<file path="src/rtl/fsm_cmd_pkg.sv">
// Shared definitions for the command conditioner and the downstream 4-state FSM:
// conditioner state encoding and the 2-bit command codes.
package fsm_cmd_pkg;

  typedef enum logic [1:0] {
    IDLE    = 2'd0,
    SETTLE  = 2'd1,
    ISSUE   = 2'd2,
    RELEASE = 2'd3
  } cond_state_t;

  localparam logic [1:0] CMD_HOLD = 2'b00;
  localparam logic [1:0] CMD_S1   = 2'b01;
  localparam logic [1:0] CMD_S2   = 2'b10;
  localparam logic [1:0] CMD_S3   = 2'b11;

endpackage

</file>
<file path="src/rtl/fsm_cmd_conditioner_sync.sv">
// Width-parameterised two-flop synchroniser for asynchronous level inputs.
module sync_2ff #(
  parameter int WIDTH = 2
) (
  input  logic             clk,
  input  logic             reset,
  input  logic [WIDTH-1:0] i_d,
  output logic [WIDTH-1:0] o_q
);

  logic [WIDTH-1:0] r_meta;
  logic [WIDTH-1:0] r_sync;

  always_ff @(posedge clk or posedge reset) begin
    if (reset) begin
      r_meta <= '0;
      r_sync <= '0;
    end else begin
      r_meta <= i_d;
      r_sync <= r_meta;
    end
  end

  assign o_q = r_sync;

endmodule

</file>
<file path="src/rtl/fsm_cmd_conditioner.sv">
// Debounces two raw button lines into one single-cycle command per press.
// Optional auto-repeat while held: define CMD_COND_REPEAT_EN.
module fsm_cmd_conditioner
  import fsm_cmd_pkg::*;
#(
  parameter int DEBOUNCE_CYCLES = 16,
  parameter int REPEAT_CYCLES   = 1000
) (
  input  logic       clk,
  input  logic       reset,
  input  logic [1:0] btn_raw,
  output logic [1:0] cmd,
  output logic       cmd_valid,
  output logic       busy
);

  localparam int              CNT_W    = $clog2(DEBOUNCE_CYCLES) + 1;
  localparam logic [CNT_W-1:0] CNT_LAST = CNT_W'(DEBOUNCE_CYCLES - 1);

  if (DEBOUNCE_CYCLES < 2 || REPEAT_CYCLES < 2) begin : g_bad_param
    $error("fsm_cmd_conditioner: DEBOUNCE_CYCLES and REPEAT_CYCLES must be >= 2");
  end

  function automatic logic [CNT_W-1:0] sat_inc(input logic [CNT_W-1:0] v);
    return (v == '1) ? v : v + 1'b1;
  endfunction

  logic [1:0]       w_sync;
  cond_state_t      r_state, w_state_nxt;
  logic [1:0]       r_cand,  w_cand_nxt;
  logic [CNT_W-1:0] r_cnt,   w_cnt_nxt;
  logic [1:0]       r_cmd;
  logic             r_cmd_valid;

  sync_2ff #(.WIDTH(2)) u_sync (
    .clk   (clk),
    .reset (reset),
    .i_d   (btn_raw),
    .o_q   (w_sync)
  );

`ifdef CMD_COND_REPEAT_EN
  localparam int              RPT_W    = $clog2(REPEAT_CYCLES) + 1;
  localparam logic [RPT_W-1:0] RPT_LAST = RPT_W'(REPEAT_CYCLES - 1);
  logic [RPT_W-1:0] r_rpt, w_rpt_nxt;

  always_ff @(posedge clk or posedge reset) begin
    if (reset) r_rpt <= '0;
    else       r_rpt <= w_rpt_nxt;
  end
`endif

  always_comb begin
    w_state_nxt = r_state;
    w_cand_nxt  = r_cand;
    w_cnt_nxt   = r_cnt;
`ifdef CMD_COND_REPEAT_EN
    w_rpt_nxt   = '0;
`endif
    unique case (r_state)
      IDLE: begin
        if (w_sync != CMD_HOLD) begin
          w_state_nxt = SETTLE;
          w_cand_nxt  = w_sync;
          w_cnt_nxt   = '0;
        end
      end
      SETTLE: begin
        if (w_sync == CMD_HOLD) begin
          w_state_nxt = IDLE;
          w_cnt_nxt   = '0;
        end else if (w_sync != r_cand) begin
          w_cand_nxt = w_sync;
          w_cnt_nxt  = '0;
        end else if (r_cnt == CNT_LAST) begin
          w_state_nxt = ISSUE;
        end else begin
          w_cnt_nxt = sat_inc(r_cnt);
        end
      end
      ISSUE: begin
        w_state_nxt = RELEASE;
        w_cnt_nxt   = '0;
      end
      RELEASE: begin
        // Any nonzero level restarts the zero-run, absorbing release bounce.
        if (w_sync != CMD_HOLD) begin
          w_cnt_nxt = '0;
        end else if (r_cnt == CNT_LAST) begin
          w_state_nxt = IDLE;
          w_cnt_nxt   = '0;
        end else begin
          w_cnt_nxt = sat_inc(r_cnt);
        end
`ifdef CMD_COND_REPEAT_EN
        if (w_sync == r_cand) begin
          if (r_rpt == RPT_LAST) w_state_nxt = ISSUE;
          else                   w_rpt_nxt   = r_rpt + 1'b1;
        end
`endif
      end
      default: begin
        w_state_nxt = IDLE;
        w_cnt_nxt   = '0;
      end
    endcase
  end

  always_ff @(posedge clk or posedge reset) begin
    if (reset) begin
      r_state     <= IDLE;
      r_cand      <= CMD_HOLD;
      r_cnt       <= '0;
      r_cmd       <= CMD_HOLD;
      r_cmd_valid <= 1'b0;
    end else begin
      r_state     <= w_state_nxt;
      r_cand      <= w_cand_nxt;
      r_cnt       <= w_cnt_nxt;
      // Registered so the FSM sees a glitch-free code aligned with ISSUE.
      r_cmd       <= (w_state_nxt == ISSUE) ? w_cand_nxt : CMD_HOLD;
      r_cmd_valid <= (w_state_nxt == ISSUE);
    end
  end

  assign cmd       = r_cmd;
  assign cmd_valid = r_cmd_valid;
  assign busy      = (r_state != IDLE);

endmodule

</file>
<file path="config.mk">
export PLATFORM = sky130hd
export DESIGN_NAME = fsm_cmd_conditioner
export DESIGN_NICKNAME = d
export VERILOG_FILES = /design/src/rtl/fsm_cmd_pkg.sv /design/src/rtl/fsm_cmd_conditioner_sync.sv /design/src/rtl/fsm_cmd_conditioner.sv
export SDC_FILE = /design/constraint.sdc
export NUM_CORES = 1
export LEC_CHECK = 0
export ABC_AREA = 1
export CAP_MARGIN = 30
export CORE_MARGIN = 5
export CORE_UTILIZATION = 48
export DETAILED_ROUTE_END_ITERATION = 7
export PLACE_DENSITY = 0.72
export SYNTH_ARGS = -nofsm -noshare
export SYNTH_HDL_FRONTEND = slang
export SYNTH_SLANG_ARGS = --single-unit
</file>
<file path="constraint.sdc">
create_clock -name clk -period 1.28 [get_ports clk]
set_input_delay 0.256 -clock clk [delete_from_list [all_inputs] [get_ports clk]]
set_output_delay 0.256 -clock clk [all_outputs]
set_load 0.02 [all_outputs]
</file>
==> results of run 1 <==
worst max-delay path, cell delays in order (launching register included):
cell      delay (ns)
dfrtp_1         0.39
ha_2            0.20
nand2_2         0.08
nor3_4          0.23
buf_4           0.18
o211ai_1        0.12
inv_1           0.10
nor2_2          0.04
cell families after synthesis:
| kind of cell | synth area share [%] |
|---|---|
| buffers and inverters | 7.62 |
| adders and majority gates | 1.59 |
| DFF | 50.8 |
| and+or+nand+nor | 32.5 |
| AOI/OAI and AO/OA | 7.46 |
repair_timing:
action / in CTS / in global routing
setup endpoints to repair: 14 / 11
buffers inserted: 0 / 4
pin swaps: 0 / 4
gates resized for setup: 14 / 8
how the worst max path moves through the flow:
stage	from	end	slack, ns	cells after the start
5_1_grt	r_cnt[1]$_DFFE_PP0P_	r_cnt[1]$_DFFE_PP0P_	-0.23	7
6_report	r_cnt[1]$_DFFE_PP0P_	r_cnt[0]$_DFFE_PP0P_	-0.16	7
3_3_place_gp	r_state[0]$_DFF_PP0_	busy	-0.07	3
2_1_floorplan	r_cnt[0]$_DFFE_PP0P_	r_state[0]$_DFF_PP0_	-0.05	7
4_1_cts	r_state[1]$_DFF_PP0_	r_cnt[3]$_DFFE_PP0P_	-0.12	8
3_5_place_dp	r_cnt[0]$_DFFE_PP0P_	r_cnt[2]$_DFFE_PP0P_	-0.1	8
placed cells by master (no fill, tap or decap):
| master | instances |
|---|---|
| nand2_1 | 22 |
| dfrtp_1 | 16 |
| buf_4 | 12 |
| inv_1 | 11 |
| nor2_1 | 5 |
| nand3_1 | 5 |
| inv_2 | 4 |
| nor2_2 | 4 |
| nand2_2 | 3 |
| nand3_2 | 3 |
| clkbuf_4 | 3 |
| clkdlybuf4s50_1 | 3 |
| dlygate4sd2_1 | 3 |
| o21a_1 | 2 |
| a21oi_2 | 2 |
| nand4_1 | 2 |
| o21ai_2 | 2 |
| buf_6 | 2 |
| nor3_4 | 1 |
| nor2_4 | 1 |
| nand3_4 | 1 |
| a21boi_0 | 1 |
| nand2_4 | 1 |
| o211ai_1 | 1 |
| inv_4 | 1 |
| o21ai_0 | 1 |
| ha_2 | 1 |
power breakdown:
group | internal (mW) | leakage [nW] | switching [mW]
Combinational | 0.204 | 0.334 | 0.231
Sequential | 0.547 | 0.204 | 0.0296
Clock | 0.109 | 0.0138 | 0.155
Total | 0.860 | 0.552 | 0.415
sequential cells by signal, summed over array words and instances, names as in the netlist:
register       flops
u_sync.r_meta      2
cmd                2
r_cnt              5
r_cand             2
r_state            2
cmd_valid          1
u_sync.o_q         2
per-layer routing:
metal  wire length (um)  vias to the layer above  part of all wire [%]
met5                  0                        -                     0
met4                 15                        0                  0.94
met3                 51                        4                   3.2
met2                822                        9                    52
met1                698                      284                    44
li1                   -                      329                     -
stage by stage:
stage | TNS [ns] | total power, mW | instances | hold slack (ns) | util, %
3_3_place_gp | -0.214 | 0.959 | 122 | 0.334 | 62.1
3_5_place_dp | -0.636 | 0.971 | 122 | 0.335 | 62.1
2_1_floorplan | -0.222 | 0.813 | 90 | 0.170 | -
4_1_cts | -0.767 | 1.24 | 125 | 0.288 | 64.9
6_report | -1.01 | 1.28 | 129 | 0.279 | 67.5
5_1_grt | -1.89 | 1.36 | 129 | 0.294 | 67.5
cells in the mapped netlist:
library cell  number
nand2_2            1
a21oi_1            2
nor2_1             6
o211ai_1           1
nor2_4             1
nand4_1            2
inv_2              3
nor2_2             3
dfrtp_1           16
ha_1               1
nor3_4             1
nand3_4            1
nand2_4            1
nand3_2            2
a21boi_0           1
nand2_1           24
o21ai_2            1
inv_1             13
o21a_1             2
nand3_1            6
o21ai_0            2
layout make-up:
class | instances | area, um^2 | share of cell area [%]
flip-flops and latches | 16 | 400 | 38.9
well taps | 16 | 20.0 | 1.95
inverters | 16 | 62.6 | 6.08
clock buffers | 3 | 22.5 | 2.19
multi-input cells | 58 | 354 | 34.4
repair buffers | 20 | 169 | 16.4
==> flow_summary.ini, run 1 <==
[hold_path]
hold_class = in -> async

[place]
io_buffers = 7
hpwl_mm = 1.11
dp_slack_ns = -0.0982
dpl_cell_area_um2 = 946
gp_congestion = 0.773

[setup_path]
cp.arrival_ns = 1.62
r2r_start = r_cnt[1]$_DFFE_PP0P_
cp.required_ns = 1.47
crit_path_max_fanout = 4
rr_worst_depth = 7
rrSetupSlack_ns = -0.16
critical_path_class = reg -> reg
startpoint_type = flip-flop
reg2reg_to = r_cnt[0]$_DFFE_PP0P_
endpoint_kind = flip-flop

[global_route]
grt_usage_pct = 13.7
busiest_layer = met2
grt_max_degree = 17
overflow = 0
met3_usage_pct = 2.66
grt_pass1_wl_mm = 2.75
antenna_found_initial = 0
grt_pass1_vias = 671
grtUsageMet1_pct = 15.6
met2_usage_pct = 24.8

[detailed_routing]
wl_per_cell_um = 12.3
avgViaCountPerCell = 4.85
postRouteAntennaNets = 0
drt_iter0_drc = 17
wirelength_mm = 1.59
vias = 626
first_pass_iters = 4
drc = 0

[synthesis]
synthTopCellsByArea = dfrtp_1 (51%), nand2_1 (11%), inv_1 (6.2%), nand3_1 (3.8%), nor2_1 (2.9%)
yosysWarnings = 0
syn_nets = 95
synth_top_area_share_pct = 50.8
syn-mean-instance-area_um2 = 8.76
synth_top_cell_by_area = dfrtp_1
syn_area_um2 = 788
synth_cells = 90
synthDistinctLibCells = 21
synth-seq-area-share_pct = 50.8
synth_seq_cells = 16

[cts]
clk_latency_ns = 0.28
h-tree-depth = 1
clk_pin_slew_ns = 0.09
cts_num_sinks = 16
cts_buffers = 3
holdBufCountCts = 0
cts_root_buf = clkbuf_4
cts.path.max_buffers = 2
cts_tree = done

[floorplan]
initial_utilization_pct = 51.7
fp.dieW_um = 50.5
die_h_um = 50.5
io-pin-count = 8
rows = 14
core_mm2 = 0.00152
die_area_mm2 = 0.00255

[sta]
clock.fmax_mhz = 696
timing.final.ws_setup_ns = -0.158
relSlewSlack_pct = 81.5
rsz0062_at_grt = yes
period_share_pct = 112
hold_viol_final = 0
maxSlewViolCount = 0
setup_viol = 10
min_period_ns = 1.44
skew_ns = 0.000477
worst_pin_slew_ns = 0.277

[power]
p_per_area_mw_per_mm2 = 1240
max-vdd-ir-drop_mv = 0.662
p_leak_nw = 0.552

[final_layout]
fillerInstances = 124
n_antenna_cell = 0
design_area_mm2 = 0.00103
drive_above_1_share_pct = 36.3
syn_to_final_growth_pct = 30.5
fin_nets = 120

[run]
drv_cap = 0

[run_status]
violations = setup timing
status = finished, violations left
No activity file was read; power rests on OpenSTA's default activity.
==> run 2: changes to the inputs <==
--- a/config.mk
+++ b/config.mk
@@ -8,9 +8,10 @@
 export ABC_AREA = 1
 export CAP_MARGIN = 30
 export CORE_MARGIN = 5
-export CORE_UTILIZATION = 48
+export CORE_UTILIZATION = 53
 export DETAILED_ROUTE_END_ITERATION = 7
-export PLACE_DENSITY = 0.72
+export PLACE_DENSITY = 0.75
+export REMOVE_ABC_BUFFERS = 1
 export SYNTH_ARGS = -nofsm -noshare
 export SYNTH_HDL_FRONTEND = slang
 export SYNTH_SLANG_ARGS = --single-unit
==> constraint.sdc (replaced) <==
create_clock -name clk -period 1.55 [get_ports clk]
set_input_delay 0.31 -clock clk [delete_from_list [all_inputs] [get_ports clk]]
set_output_delay 0.31 -clock clk [all_outputs]
set_load 0.02 [all_outputs]
==> run 2 against run 1 <==
The flow now finishes without violations. Largest cell class unchanged. Sequential power shrank 18%. Global-route usage is 0.11 points higher. Wire length decreased by 2.0%. Critical path type unchanged. Critical path depth increased by 1. First-iteration DRC count fell by 24%.
==> flow_summary.ini, run 2 (synthesis results as in run 1) <==
[sta]
period_share_pct = 96.3
min_period_ns = 1.49
maxSlewViolCount = 0
hold_viol_final = 0
timing.final.ws_setup_ns = 0.0578
worst_hold_slack_ns = 0.329
setup_tns_ns = 0
setup_viol = 0
relSlewSlack_pct = 79.9
skew_ns = 0.00395
worst_pin_slew_ns = 0.301
clock.fmax_mhz = 670
rsz0062_at_grt = yes

[cts]
cts_buffers = 3
cts_num_sinks = 16
cts.path.max_buffers = 2
h-tree-depth = 1
clk_latency_ns = 0.29
clk_pin_slew_ns = 0.09
holdBufCountCts = 0
cts_tree = done
cts_root_buf = clkbuf_4

[power]
power.share.combinational_pct = 28.4
p_switching_uw = 331
max-vdd-ir-drop_mv = 0.592
p_leak_nw = 0.563
swShare_pct = 31.6
intPower_uw = 716
power_mw = 1.05
clkPwrFrac_pct = 26.2
seqPwrFrac_pct = 45.3
p_per_area_mw_per_mm2 = 1060

[detailed_routing]
wl_per_cell_um = 12.7
dr.max_layer_used = met4
avgViaCountPerCell = 5.10
first_pass_iters = 4
wl_met2_um = 785
wirelength_mm = 1.56
postRouteAntennaNets = 0
drt_iter0_drc = 13
wl_met1_um = 708
drc = 0
wl_met3_um = 47
vias = 627

[setup_path]
critical_path_class = reg -> reg
endpoint_kind = flip-flop
startpoint_type = flip-flop
cp_num_buf_inv = 1
cp_top_family = simple AND/OR/NAND/NOR gates
cp_slowest_cell = dfrtp_1
cp.required_ns = 1.73
cp.arrival_ns = 1.67
crit_path_max_incr_delay_ns = 0.38
rr_worst_depth = 8
cp_num_cells = 8
crit_path_max_fanout = 5
cp_cell_sequence = ha_2 -> nand2_2 -> nor3_4 -> nand3_4 -> nand2_4 -> inv_2 -> nand3_1 -> nand2_1

[global_route]
overflow = 0
grt_usage_pct = 13.8
grt_pass1_wl_mm = 2.56
antenna_found_initial = 0
grt_max_degree = 17
grt_pass1_vias = 587

[final_layout]
design_area_um2 = 983
layout_common_cells = nand2_1 (23), dfrtp_1 (16), inv_1 (13)
largest_register_ffs = 5
n_antenna_cell = 0
final_common_cell = nand2_1
syn_to_final_growth_pct = 24.8
final_cells = 123
fin_nets = 113
top_register = r_cnt
drive_above_1_share_pct = 27.1
fin_util_pct = 67.6

[place]
dp_cells = 116
io_buffers = 7
gp_congestion = 0.792
dpl_cell_area_um2 = 901
dp_slack_ns = 0.0755
hpwl_mm = 1.11

[floorplan]
die_area_mm2 = 0.00236
core_mm2 = 0.00145
fp.dieW_um = 48.6
rows = 14
io-pin-count = 8
die_h_um = 48.6
initial_utilization_pct = 54.2

[hold_path]
hold_class = in -> async

[run]
drv_cap = 0

[run_status]
status = finished, final reports clean
-- run 2: cell types whose count changed in the layout (fill, tap and decap cells not counted), sizes merged --
cell / change
dlygate4sd2: -3
clkbuf: +2
buf: -8
dlymetal6s2s: +3
-- run 2: repair_timing --
| action | in CTS | in global routing |
|---|---|---|
| resized for setup | 1 | 10 |
| buffers inserted | 1 | 2 |
| pin swaps | 0 | 3 |
| setup endpoints to repair | 1 | 7 |
-- run 2: final cells by class --
type	count	area, um^2
Tap cell	16	20.0
Inverter	16	60.1
Sequential cell	16	400
Timing Repair Buffer	13	118
Fill cell	127	470
Clock buffer	4	36.3
Multi-Input combinational cell	58	349
-- run 2: per-layer routing --
| metal | GRT usage [%] | up-vias |
|---|---|---|
| met5 | 0 | - |
| met3 | 3.07 | 2 |
| li1 | - | 315 |
| met4 | 8.07 | 0 |
| met2 | 22.0 | 14 |
| met1 | 17.0 | 296 |
-- run 2: worst paths after layout --
path                                            start                 endpoint  slack (ns)
max                              r_cnt[1]$_DFFE_PP0P_     r_cnt[2]$_DFFE_PP0P_        0.06
min                                             reset     r_state[0]$_DFF_PP0_        0.33
max reg2reg                      r_cnt[1]$_DFFE_PP0P_     r_cnt[2]$_DFFE_PP0P_        0.06
min reg2reg                u_sync.r_meta[1]$_DFF_PP0_  u_sync.o_q[1]$_DFF_PP0_        0.37
max in group asynchronous                       reset     r_cnt[2]$_DFFE_PP0P_        1.04
min in group clk           u_sync.r_meta[1]$_DFF_PP0_  u_sync.o_q[1]$_DFF_PP0_        0.37
-- run 2: worst reg2reg max path, stage by stage (launching register included) --
cell and delay [ns]:
dfrtp_1 0.38, ha_2 0.20, nand2_2 0.08, nor3_4 0.29, nand3_4 0.16, nand2_4 0.11
inv_2 0.06, nand3_1 0.06, nand2_1 0.06
-- run 2: power groups by stage --
stage / combinational [mW] / sequential (mW) / clock (mW)
after detailed placement: 0.264 / 0.491 / 0
after CTS: 0.282 / 0.475 / 0.287
after floorplan: 0.184 / 0.487 / 0
after global placement: 0.258 / 0.489 / 0
final: 0.298 / 0.475 / 0.275
after global routing: 0.333 / 0.479 / 0.318
==> run 3: changes to the inputs <==
--- a/config.mk
+++ b/config.mk
@@ -10,7 +10,7 @@
 export CORE_MARGIN = 5
 export CORE_UTILIZATION = 53
 export DETAILED_ROUTE_END_ITERATION = 7
-export PLACE_DENSITY = 0.75
+export PLACE_DENSITY_LB_ADDON = 0.3
 export REMOVE_ABC_BUFFERS = 1
 export SYNTH_ARGS = -nofsm -noshare
 export SYNTH_HDL_FRONTEND = slang
==> run 3 against run 2 <==
Die area stayed put. Non-clock buffer count is 2 higher. Worst setup slack worse by 0.030 ns. Via count is 1.8% higher. Cell area is 1.8% higher. First-iteration DRC count is 38% higher. Sequential power is 2% higher. Critical path type unchanged. Largest cell class unchanged. Largest power group unchanged.
==> flow_summary.ini, run 3 (synthesis results as in run 1) <==
[cts]
cts_num_sinks = 16
cts_tree = done
clk_latency_ns = 0.29
h-tree-depth = 1
holdBufCountCts = 0
cts_root_buf = clkbuf_4
cts.path.max_buffers = 2
clk_pin_slew_ns = 0.10
cts_buffers = 3

[power]
p_leak_nw = 0.573
max-vdd-ir-drop_mv = 0.642
p_per_area_mw_per_mm2 = 1050

[detailed_routing]
postRouteAntennaNets = 0
vias = 638
wl_per_cell_um = 11.9
avgViaCountPerCell = 5.10
drt_iter0_drc = 18
drc = 0
first_pass_iters = 4
wirelength_mm = 1.49

[sta]
min_period_ns = 1.52
maxSlewViolCount = 0
clock.fmax_mhz = 657
rsz0062_at_grt = yes
relSlewSlack_pct = 74.4
worst_pin_slew_ns = 0.380
setup_viol = 0
period_share_pct = 98.2
worst_hold_slack_ns = 0.303
hold_viol_final = 0
skew_ns = 0.00589

[floorplan]
die_h_um = 48.6
initial_utilization_pct = 54.2
die_area_mm2 = 0.00236
io-pin-count = 8
core_mm2 = 0.00145
rows = 14
fp.dieW_um = 48.6

[hold_path]
hold_class = in -> async

[run]
drv_cap = 0

[final_layout]
n_antenna_cell = 0
final_common_cell = nand2_1
layout_common_cells = nand2_1 (23), dfrtp_1 (16), inv_1 (13)
syn_to_final_growth_pct = 27.0
fillerInstances = 117
fin_nets = 115
largest_register_ffs = 5
top_register = r_cnt
drive_above_1_share_pct = 28.4
design_area_mm2 = 0.00100

[setup_path]
cp_top_family = simple AND/OR/NAND/NOR gates
cp.arrival_ns = 1.72
critPathCapture = r_cnt[3]$_DFFE_PP0P_
cp.required_ns = 1.75
reg2reg_to = r_cnt[3]$_DFFE_PP0P_
cp_cell_sequence = ha_2 -> nand2_2 -> nor3_4 -> nand3_4 -> nand2_4 -> inv_4 -> nand3_2 -> o21ai_2
rr_worst_depth = 8
endpoint_kind = flip-flop
rrSetupSlack_ns = 0.03
crit_path_max_incr_delay_ns = 0.41
cp_num_cells = 8
critical_path_class = reg -> reg
cp_slowest_cell = dfrtp_1
startpoint_type = flip-flop
cp_num_buf_inv = 1
crit_path_max_fanout = 5
crit_start = r_cnt[1]$_DFFE_PP0P_
r2r_start = r_cnt[1]$_DFFE_PP0P_

[global_route]
overflow = 0
grt_max_degree = 17
grt_pass1_wl_mm = 2.53
antenna_found_initial = 0
grt_usage_pct = 13.3
grt_pass1_vias = 609

[place]
gp_congestion = 0.769
dpl_cell_area_um2 = 901
io_buffers = 7
hpwl_mm = 1.06

[run_status]
status = finished, final reports clean
==> run 3: what timing repair did <==
item / CTS / global route
endpoints found under the setup margin: 1 / 9
buffers inserted: 0 / 5
gates resized for setup: 1 / 10
gates cloned: 0 / 0
endpoints found under the hold margin: 0 / 0
pin swaps: 0 / 5
==> run 3: per-stage QoR <==
step	TNS [ns]	utilization (%)	std cells	power [mW]	setup WS (ns)
3_5_place_dp	0	62.0	116	0.752	0.0926
2_1_floorplan	0	-	90	0.672	0.222
4_1_cts	0	64.4	120	1.02	0.00236
3_3_place_gp	0	62.0	116	0.739	0.121
5_1_grt	-0.291	68.8	125	1.12	-0.0595
6_report	0	68.8	125	1.05	0.0281
==> run 3: cell type report <==
cell class              instances  area (um^2)  area share, %
clock buffers                   4         36.3           3.62
multi-input cells              58          344           34.4
inverters                      16         62.6           6.25
repair buffers                 15          138           13.8
flip-flops and latches         16          400           40.0
well taps                      16         20.0           2.00
==> run 3: where the power goes <==
group          switching [mW]  leakage, nW  total [mW]  internal [mW]
Combinational           0.162        0.348       0.289          0.127
Clock                   0.138       0.0210       0.282          0.143
Sequential             0.0311        0.204       0.483          0.452
Total                   0.332        0.573        1.05          0.722
==> run 3: how the worst min path moves through the flow <==
stage,endpoint,depth (start not counted)
2_1_floorplan,cmd[0]$_DFF_PP0_,1
3_3_place_gp,u_sync.o_q[1]$_DFF_PP0_,0
3_5_place_dp,u_sync.o_q[1]$_DFF_PP0_,0
4_1_cts,cmd_valid$_DFF_PP0_,3
5_1_grt,cmd[1]$_DFF_PP0_,3
6_report,r_cnt[3]$_DFFE_PP0P_,3
==> run 3: tightest hold or removal path: cells and delay by family <==
kind | cells | cell delay [ns]
buffers and inverters | 3 | 0.66
==> run 3: metal layers <==
| metal | global-route usage (%) | wire length (um) | up-vias |
|---|---|---|---|
| li1 | - | - | 320 |
| met1 | 15.7 | 614 | 302 |
| met2 | 22.6 | 774 | 11 |
| met3 | 2.76 | 59 | 5 |
| met4 | 6.73 | 39 | 0 |
| met5 | 0 | 0 | - |
